==> config.mk <==
export PLATFORM = sky130hd
export DESIGN_NAME = hci_l2_mem_bank_adapter_flat
export DESIGN_NICKNAME = d
export VERILOG_FILES = /design/src/rtl/hci_package.sv /design/src/rtl/hci_l2_mem_bank_adapter_if.sv /design/src/rtl/hci_l2_mem_bank_adapter.sv /design/src/flat_wrapper.sv
export SDC_FILE = /design/constraint.sdc
export NUM_CORES = 1
export LEC_CHECK = 0
export ABC_AREA = 1
export CORE_UTILIZATION = 36
export CTS_BUF_LIST = sky130_fd_sc_hd__clkbuf_16
export CTS_CLUSTER_SIZE = 40
export DETAILED_ROUTE_END_ITERATION = 7
export GPL_ROUTABILITY_DRIVEN = 0
export PLACE_DENSITY = 0.82
export SLEW_MARGIN = 5
export SYNTH_ARGS = -nofsm -noshare
export SYNTH_HDL_FRONTEND = slang
export SYNTH_SLANG_ARGS = --single-unit
==> constraint.sdc <==
create_clock -name clk_i -period 2.5 [get_ports clk_i]
set_input_delay 0.375 -clock clk_i [delete_from_list [all_inputs] [get_ports clk_i]]
set_output_delay 0.375 -clock clk_i [all_outputs]
set_load 0.05 [all_outputs]
==> src/rtl/hci_package.sv <==
// Shared definitions for the L2 memory bank adapter.
//   bank_state_e   : bank FSM states (zero-fill, then normal traffic)
//   mem_be_width   : number of SRAM byte enables needed to cover {user, data}
//   user_be_width  : how many of those enables belong to the user field
package hci_package;

    typedef enum logic {
        ST_INIT = 1'b0,
        ST_RUN  = 1'b1
    } bank_state_e;

    // SRAM words are packed as {user, data}; a partial top byte still
    // needs its own enable, hence the round-up.
    function automatic int unsigned mem_be_width(input int unsigned dw,
                                                 input int unsigned uw,
                                                 input int unsigned bw);
        return (dw + uw + bw - 1) / bw;
    endfunction

    function automatic int unsigned user_be_width(input int unsigned dw,
                                                  input int unsigned uw,
                                                  input int unsigned bw);
        return mem_be_width(dw, uw, bw) - (dw / bw);
    endfunction

endpackage

==> src/rtl/hci_l2_mem_bank_adapter_if.sv <==
// HCI core request/response bundle between an interconnect memory port and
// a bank adapter.
//   initiator : drives req/add/wen/data/be/user/id, receives gnt and response
//   target    : receives the request, drives gnt and r_data/r_user/r_id/r_valid
// A zero-width user field is carried as a single unused bit.
interface hci_core_intf #(
    parameter int unsigned AW = 32,
    parameter int unsigned DW = 32,
    parameter int unsigned BW = 8,
    parameter int unsigned UW = 0,
    parameter int unsigned IW = 20
);
    localparam int unsigned UW_W = (UW > 0) ? UW : 1;

    logic            req;
    logic            gnt;
    logic [AW-1:0]   add;
    logic            wen;      // 1 = read, 0 = write
    logic [DW-1:0]   data;
    logic [DW/BW-1:0] be;
    logic [UW_W-1:0] user;
    logic [IW-1:0]   id;
    logic [DW-1:0]   r_data;
    logic [UW_W-1:0] r_user;
    logic [IW-1:0]   r_id;
    logic            r_valid;

    modport initiator (
        output req, add, wen, data, be, user, id,
        input  gnt, r_data, r_user, r_id, r_valid
    );

    modport target (
        input  req, add, wen, data, be, user, id,
        output gnt, r_data, r_user, r_id, r_valid
    );
endinterface

==> src/rtl/hci_l2_mem_bank_adapter.sv <==
// Adapts one HCI interconnect memory port to a single-port SRAM bank.
// After reset the bank is optionally zero-filled one word per cycle; then
// every request is granted immediately and answered exactly one cycle later.
//   clk_i, rst_i  : clock, asynchronous active-high reset
//   tcdm          : HCI target port (request in, grant/response out)
//   mem_*_o       : SRAM chip enable, write enable, word address, {user,data}, byte enables
//   mem_rdata_i   : SRAM read data, valid the cycle after a read enable
//   init_done_o   : bank accepts traffic
//   err_o         : sticky out-of-range access flag
module hci_l2_mem_bank_adapter
    import hci_package::*;
#(
    parameter int unsigned AW        = 32,
    parameter int unsigned DW        = 32,
    parameter int unsigned BW        = 8,
    parameter int unsigned UW        = 0,
    parameter int unsigned IW        = 20,
    parameter int unsigned N_WORDS   = 4096,
    parameter int unsigned INIT_ZERO = 1,
    localparam int unsigned MAW      = (N_WORDS > 1) ? $clog2(N_WORDS) : 1,
    localparam int unsigned MW       = DW + UW,
    localparam int unsigned MBEW     = mem_be_width(DW, UW, BW)
) (
    input  logic            clk_i,
    input  logic            rst_i,
    hci_core_intf.target    tcdm,
    output logic            mem_req_o,
    output logic            mem_we_o,
    output logic [MAW-1:0]  mem_addr_o,
    output logic [MW-1:0]   mem_wdata_o,
    output logic [MBEW-1:0] mem_be_o,
    input  logic [MW-1:0]   mem_rdata_i,
    output logic            init_done_o,
    output logic            err_o
);

    localparam int unsigned WIDX_W = AW - 2;
    localparam int unsigned DBEW   = DW / BW;
    // With a power-of-two depth every MAW-bit index exists; upper address
    // bits simply alias onto the bank.
    localparam bit POW2 = (N_WORDS == (1 << MAW));
    localparam logic [WIDX_W-1:0] N_WORDS_IDX = WIDX_W'(N_WORDS);
    localparam logic [MAW-1:0]    LAST_ADDR   = MAW'(N_WORDS - 1);

    bank_state_e        state_q, state_d;
    logic [MAW-1:0]     init_cnt_q;
    logic [WIDX_W-1:0]  word_idx;
    logic               in_range;
    logic               gnt;
    logic               accept;
    logic [MW-1:0]      run_wdata;
    logic [MBEW-1:0]    run_be;

    logic               r_valid_q;
    logic [IW-1:0]      r_id_q;
    logic               rd_q;       // response in flight carries SRAM read data
    logic               oor_q;      // response in flight is for an out-of-range access
    logic [MW-1:0]      hold_q;
    logic [MW-1:0]      resp_data;
    logic               err_q;

    logic               unused_bits;

    assign word_idx    = tcdm.add[AW-1:2];
    assign in_range    = POW2 ? 1'b1 : (word_idx < N_WORDS_IDX);
    assign accept      = tcdm.req & gnt;
    assign unused_bits = ^{tcdm.add[1:0], tcdm.user};

    generate
        if (UW > 0) begin : g_user
            assign run_wdata   = {tcdm.user, tcdm.data};
            assign run_be      = {{user_be_width(DW, UW, BW){1'b1}}, tcdm.be};
            assign tcdm.r_user = resp_data[MW-1:DW];
        end else begin : g_no_user
            assign run_wdata   = tcdm.data;
            assign run_be      = tcdm.be;
            assign tcdm.r_user = '0;
        end
    endgenerate

    // Next state and SRAM/grant outputs.
    always_comb begin
        state_d     = state_q;
        gnt         = 1'b0;
        mem_req_o   = 1'b0;
        mem_we_o    = 1'b0;
        mem_addr_o  = word_idx[MAW-1:0];
        mem_wdata_o = run_wdata;
        mem_be_o    = run_be;
        case (state_q)
            ST_INIT: begin
                mem_req_o   = 1'b1;
                mem_we_o    = 1'b1;
                mem_addr_o  = init_cnt_q;
                mem_wdata_o = '0;
                mem_be_o    = '1;
                if (init_cnt_q == LAST_ADDR) begin
                    state_d = ST_RUN;
                end
            end
            ST_RUN: begin
                gnt = 1'b1;
                if (tcdm.req && in_range) begin
                    mem_req_o = 1'b1;
                    mem_we_o  = ~tcdm.wen;
                end
            end
            default: state_d = ST_INIT;
        endcase
        // Keep the SRAM and the port quiet while reset is held.
        if (rst_i) begin
            mem_req_o = 1'b0;
            mem_we_o  = 1'b0;
            gnt       = 1'b0;
        end
    end

    always_ff @(posedge clk_i or posedge rst_i) begin
        if (rst_i) begin
            state_q    <= (INIT_ZERO != 0) ? ST_INIT : ST_RUN;
            init_cnt_q <= '0;
        end else begin
            state_q <= state_d;
            if (state_q == ST_INIT) begin
                init_cnt_q <= init_cnt_q + 1'b1;
            end
        end
    end

    // The interconnect expects r_valid exactly one cycle after req&gnt.
    always_ff @(posedge clk_i or posedge rst_i) begin
        if (rst_i) begin
            r_valid_q <= 1'b0;
            r_id_q    <= '0;
            rd_q      <= 1'b0;
            oor_q     <= 1'b0;
            hold_q    <= '0;
            err_q     <= 1'b0;
        end else begin
            r_valid_q <= accept;
            if (accept) begin
                r_id_q <= tcdm.id;
                rd_q   <= tcdm.wen & in_range;
                oor_q  <= ~in_range;
            end
            if (r_valid_q && rd_q) begin
                hold_q <= mem_rdata_i;
            end
            if (accept && !in_range) begin
                err_q <= 1'b1;
            end
        end
    end

    // Live SRAM data on a read response, zero for an out-of-range response,
    // otherwise the last read value is held.
    always_comb begin
        resp_data = hold_q;
        if (r_valid_q) begin
            if (rd_q) begin
                resp_data = mem_rdata_i;
            end else if (oor_q) begin
                resp_data = '0;
            end
        end
    end

    assign tcdm.gnt     = gnt;
    assign tcdm.r_valid = r_valid_q;
    assign tcdm.r_id    = r_id_q;
    assign tcdm.r_data  = resp_data[DW-1:0];
    assign init_done_o  = (state_q == ST_RUN);
    assign err_o        = err_q;

endmodule

==> src/flat_wrapper.sv <==
// flat-port wrapper written by rule: the top's interface ports become plain ports
module hci_l2_mem_bank_adapter_flat import hci_package::*;
#(
    parameter int unsigned AW        = 32,
    parameter int unsigned DW        = 32,
    parameter int unsigned BW        = 8,
    parameter int unsigned UW        = 0,
    parameter int unsigned IW        = 20,
    parameter int unsigned N_WORDS   = 4096,
    parameter int unsigned INIT_ZERO = 1,
    localparam int unsigned MAW      = (N_WORDS > 1) ? $clog2(N_WORDS) : 1,
    localparam int unsigned MW       = DW + UW,
    localparam int unsigned MBEW     = mem_be_width(DW, UW, BW)
)
  (clk_i, rst_i, mem_req_o, mem_we_o, mem_addr_o, mem_wdata_o, mem_be_o, mem_rdata_i, init_done_o, err_o, tcdm_req, tcdm_add, tcdm_wen, tcdm_data, tcdm_be, tcdm_user, tcdm_id, tcdm_gnt, tcdm_r_data, tcdm_r_user, tcdm_r_id, tcdm_r_valid);
  hci_core_intf #(.AW(AW), .DW(DW), .BW(BW), .UW(UW), .IW(IW)) tcdm_i ();
  input  logic clk_i;
  input  logic rst_i;
  output logic mem_req_o;
  output logic mem_we_o;
  output logic [MAW-1:0] mem_addr_o;
  output logic [MW-1:0] mem_wdata_o;
  output logic [MBEW-1:0] mem_be_o;
  input  logic [MW-1:0] mem_rdata_i;
  output logic init_done_o;
  output logic err_o;
  input wire logic [$bits(tcdm_i.req)-1:0] tcdm_req;
  input wire logic [$bits(tcdm_i.add)-1:0] tcdm_add;
  input wire logic [$bits(tcdm_i.wen)-1:0] tcdm_wen;
  input wire logic [$bits(tcdm_i.data)-1:0] tcdm_data;
  input wire logic [$bits(tcdm_i.be)-1:0] tcdm_be;
  input wire logic [$bits(tcdm_i.user)-1:0] tcdm_user;
  input wire logic [$bits(tcdm_i.id)-1:0] tcdm_id;
  output wire logic [$bits(tcdm_i.gnt)-1:0] tcdm_gnt;
  output wire logic [$bits(tcdm_i.r_data)-1:0] tcdm_r_data;
  output wire logic [$bits(tcdm_i.r_user)-1:0] tcdm_r_user;
  output wire logic [$bits(tcdm_i.r_id)-1:0] tcdm_r_id;
  output wire logic [$bits(tcdm_i.r_valid)-1:0] tcdm_r_valid;
  assign tcdm_i.req = tcdm_req;
  assign tcdm_i.add = tcdm_add;
  assign tcdm_i.wen = tcdm_wen;
  assign tcdm_i.data = tcdm_data;
  assign tcdm_i.be = tcdm_be;
  assign tcdm_i.user = tcdm_user;
  assign tcdm_i.id = tcdm_id;
  assign tcdm_gnt = tcdm_i.gnt;
  assign tcdm_r_data = tcdm_i.r_data;
  assign tcdm_r_user = tcdm_i.r_user;
  assign tcdm_r_id = tcdm_i.r_id;
  assign tcdm_r_valid = tcdm_i.r_valid;
  hci_l2_mem_bank_adapter #(.AW(AW), .DW(DW), .BW(BW), .UW(UW), .IW(IW), .N_WORDS(N_WORDS), .INIT_ZERO(INIT_ZERO)) u_core (.clk_i(clk_i), .rst_i(rst_i), .tcdm(tcdm_i), .mem_req_o(mem_req_o), .mem_we_o(mem_we_o), .mem_addr_o(mem_addr_o), .mem_wdata_o(mem_wdata_o), .mem_be_o(mem_be_o), .mem_rdata_i(mem_rdata_i), .init_done_o(init_done_o), .err_o(err_o));
endmodule
Yosys cells after proc, flatten, opt, wreduce, memory -nomap -nowiden --
Index checks and enable logic that the tools add are counted.
Cells by class: reductions and logical operators 1, add/sub/neg operators 1, eq/ne operators 1, mux-type cells 15, bitwise operators 3
Operators with widths (number):
- $mux 32 | 3
- $add 12x1->12 const B | 1
- $eq 12x12->1 const B | 1
- $mux 12 | 1
- $mux 1 | 8
- $mux 4 | 1
- $pmux 1 s2 | 2
- $not 1->1 | 2
- $and 1x1->1 | 1
- $logic_and 1x1->1 | 1
Word-level totals: input port bits 125, word-level logic and storage cells 27, register bits 67, output and inout port bits 107

Depth between registers and ports, before layout --
depth in word-level cells 4, gate-level depth with buffers 7, mapped depth without buffers 7

Worst setup path after synthesis --
Ideal clock, no wire load.
path type flip-flop to output port, start point register u_core.state_q, in the netlist u_core.init_done_o, end point output port mem_addr_o[10], path buffers 2, stages on the path, launching flop included 4, slack 0.038 ns, data arrival time 2.087 ns, cells stage by stage dfrtp_1 > buf_2 > buf_2 > o21ai_0
Between the ends: longest elaborated chain between the ends 1
RTL lines:
- start, declared | line hci_l2_mem_bank_adapter.sv:45 | bank_state_e state_q, state_d;
- start signal, assigned | line hci_l2_mem_bank_adapter.sv:120 | state_q <= (INIT_ZERO != 0) ? ST_INIT : ST_RUN;
- start signal, assigned | line hci_l2_mem_bank_adapter.sv:123 | state_q <= state_d;
- $mux 12 | line hci_l2_mem_bank_adapter.sv:90 | case (state_q)
- end, declared | line flat_wrapper.sv:21 | output logic [MAW-1:0] mem_addr_o;
No other way between the ends.

Final worst setup path --
start point register u_core.rd_q, end point output port tcdm_r_data[22]
Between the ends: longest elaborated chain between the ends 2
RTL lines:
- start, declared | line hci_l2_mem_bank_adapter.sv:56 | logic rd_q;
- start signal, assigned | line hci_l2_mem_bank_adapter.sv:143 | rd_q <= tcdm.wen & in_range;
- $mux 32 | line hci_l2_mem_bank_adapter.sv:160 | if (rd_q) begin
- $mux 32 | line hci_l2_mem_bank_adapter.sv:159 | if (r_valid_q) begin
- end, declared | line flat_wrapper.sv:35 | output wire logic [$bits(tcdm_i.r_data)-1:0] tcdm_r_data;
No other way between the ends.

==> results_dict.tcl <==
set metrics [dict create \
    status "completed" \
    grt_util_met1_pct 20.9 \
    wire_per_inst_um 15.1 \
    ctsHoldBuffers 0 \
    viasPerCell 4.63 \
    nFillCells 717 \
    cp-start-kind "flop" \
    io_buffers 208 \
    cp_top_family "buffers and inverters" \
    post_cts_buffers 0 \
    met2_usage_pct 42.8 \
    synth_ff_type "dfrtp_1" \
    vdd_drop_max_uv 293 \
    cts_max_path_buffers 2 \
    path_class "reg2out" \
    yosys-top-cells-count "nand2_1 (140), dfrtp_1 (67), mux2_2 (60)" \
    fin_crit_ns 2.18 \
    start_util_pct 37.7 \
    whs_ns 0.436 \
    finalClockSkew_ns 0.00630 \
    core_um2 9370 \
    rows 35 \
    cts-root-buf "clkbuf_16" \
    relSlewSlack_pct 63.3 \
    areaGrowthSynthToFinish_pct 79.7 \
    grt_pass1_vias 3483 \
    max_freq_ghz 0.459 \
    synth_cell_types 24 \
    synth_area_per_cell_um2 9.24 \
    postRouteAntennaNets 0 \
    synth_top_area_cell "dfrtp_1" \
    path_clk_slew_ns 0.06 \
    synth_most_common_cell "nand2_1" \
    cts_tree "built" \
    synth_area_leaders "dfrtp_1 (48%), mux2_2 (19%), nand2_1 (15%)" \
    drive_gt1_share_pct 30.5 \
    dr.pass1.iters 4 \
    clock_sinks 67 \
    grt_most_used_layer "met2" \
    fin_ws_ns 0.324 \
    synth_edf_count 0 \
    wirelength_um 10900 \
    timing.final.crit_share_pct 87.1 \
    finalPower_mw 2.94 \
    tightest_slew_ns 0.549 \
    synth_top_area_share_pct 47.5 \
    cts_max_level 3 \
    endpoint_kind "primary output" \
    remaining_drc_errors 0 \
    crit_fanout 24 \
    ys_seq_area_share_pct 47.5 \
    drtIter0Drc 76 \
    final_area_um2 6340 \
    io_pins 232 \
    antenna_found_initial 0 \
    fp.dieH_um 101 \
    max_stage_delay_ns 0.41 \
    hold_path_class "in2async" \
    cp.required_ns 2.12 \
    final_nets 715 \
    post-dp-hpwl_um 8700 \
    placed_area_um2 6040 \
    hold_viol 0 \
    grt_pass1_wl_um 16700 \
    fp.dieW_um 101 \
    pre_cts_ws_ns 0.670 \
    cts_made_buffers 9 \
    cp.buffers_inverters 2 \
    dp.cells 707 \
    grt_max_degree 51 \
    setup_viol 0 \
    leakage_nw 3.12 \
    antenna_cells 0 \
    rsz0062_at_grt "no" \
    stdcell_count 723 \
    power.density_nw_per_um2 464 \
    gr-total-overflow 0 \
    vias 3348 \
    ys_ff_latch 67 \
    async_flop_share_pct 100 \
    post-route-util_pct 67.7 \
    report.final.slew_viol_count 0 \
    cts_resized 0 \
    setup_tns_ns 0 \
    syn_area_um2 3530 \
    path_cells "nand2_4, buf_12, mux2_2, buf_4" \
    met3_usage_pct 6.24 \
    grt.total_usage_pct 21.7 \
    synth_warnings 0 \
    slowest_stage "dfrtp_1" \
    clock_latency_ns 0.32 \
    dieArea_um2 10200 \
    drv_cap 0 \
    cp.arrival_ns 1.80 \
    synth_cells 382 \
]
## layout by cell type, fill, tap and decap left out, types with 2 or more instances in the layout
cell / synthesis / layout
inv_2: 2 / 3
xor2_1: 4 / 4
buf_4: 4 / 44
clkbuf_16: 0 / 9
clkinv_4: 0 / 3
mux2_2: 60 / 60
buf_12: 0 / 46
dfrtp_1: 67 / 67
clkinv_2: 0 / 2
clkdlybuf4s50_1: 0 / 124
xnor2_1: 2 / 2
conb_1: 1 / 2
or2_2: 4 / 4
nand3_1: 5 / 5
o21ai_0: 10 / 10
nor2_1: 7 / 7
mux2_4: 4 / 4
inv_1: 46 / 45
nor2_2: 3 / 3
nand2_1: 140 / 140
nand4_1: 4 / 4
## final timing paths
check	from	to	slack, ns	depth (start not counted)
min in group clk_i	u_core.tcdm.r_id[18]	u_core.tcdm.r_id[18]	0.48	2
setup reg to reg	u_core.init_done_o	u_core.tcdm.r_id[17]	1.04	6
setup / recovery	u_core.rd_q	tcdm_r_data[22]	0.32	4
hold / removal	rst_i	u_core.tcdm.r_id[0]	0.44	2
hold reg to reg	u_core.tcdm.r_id[18]	u_core.tcdm.r_id[18]	0.48	2
max in group asynchronous	rst_i	u_core.tcdm.r_id[9]	1.46	3
## layout make-up
type	instances	area (µm²)	area share (%)
repair buffers	214	2490	39.3
flip-flops and latches	67	1680	26.4
multi-input cells	249	1530	24.1
clock buffers	9	225	3.55
inverters	48	180	2.84
well taps	129	161	2.55
clock inverters	7	77.6	1.22
## flip-flops by register name (all words and copies together), names as in the netlist
| name | count |
|---|---|
| u_core.init_cnt_q | 12 |
| u_core.tcdm.r_valid | 1 |
| u_core.rd_q | 1 |
| u_core.hold_q | 32 |
| u_core.init_done_o | 1 |
| u_core.tcdm.r_id | 20 |
## cells by family (layout without fill, tap and decap cells)
kind of cell / Yosys count / in the layout / share of synthesized area (%)
multiplexers: 64 / 64 / 20.8
flip-flops: 67 / 67 / 47.5
AO/OA/AOI/OAI: 12 / 12 / 1.77
buffers and inverters: 67 / 278 / 9.32
adder cells (fa/ha/maj): 1 / 1 / 0.354
XOR/XNOR: 6 / 6 / 1.49
other: 1 / 2 / 0.106
AND/OR/NAND/NOR: 164 / 164 / 18.6
## report_power, final
part,switching (mW),total (mW),internal [mW]
combinational,0.271,0.533,0.262
sequential,0.0229,1.15,1.13
clock,0.480,1.26,0.780
## layer usage
layer	up-vias	share of wire (%)
li1	1604	-
met1	1581	36
met2	150	54
met3	13	8.5
met4	0	1.8
met5	-	0
No activity file was read; power rests on OpenSTA's default activity.
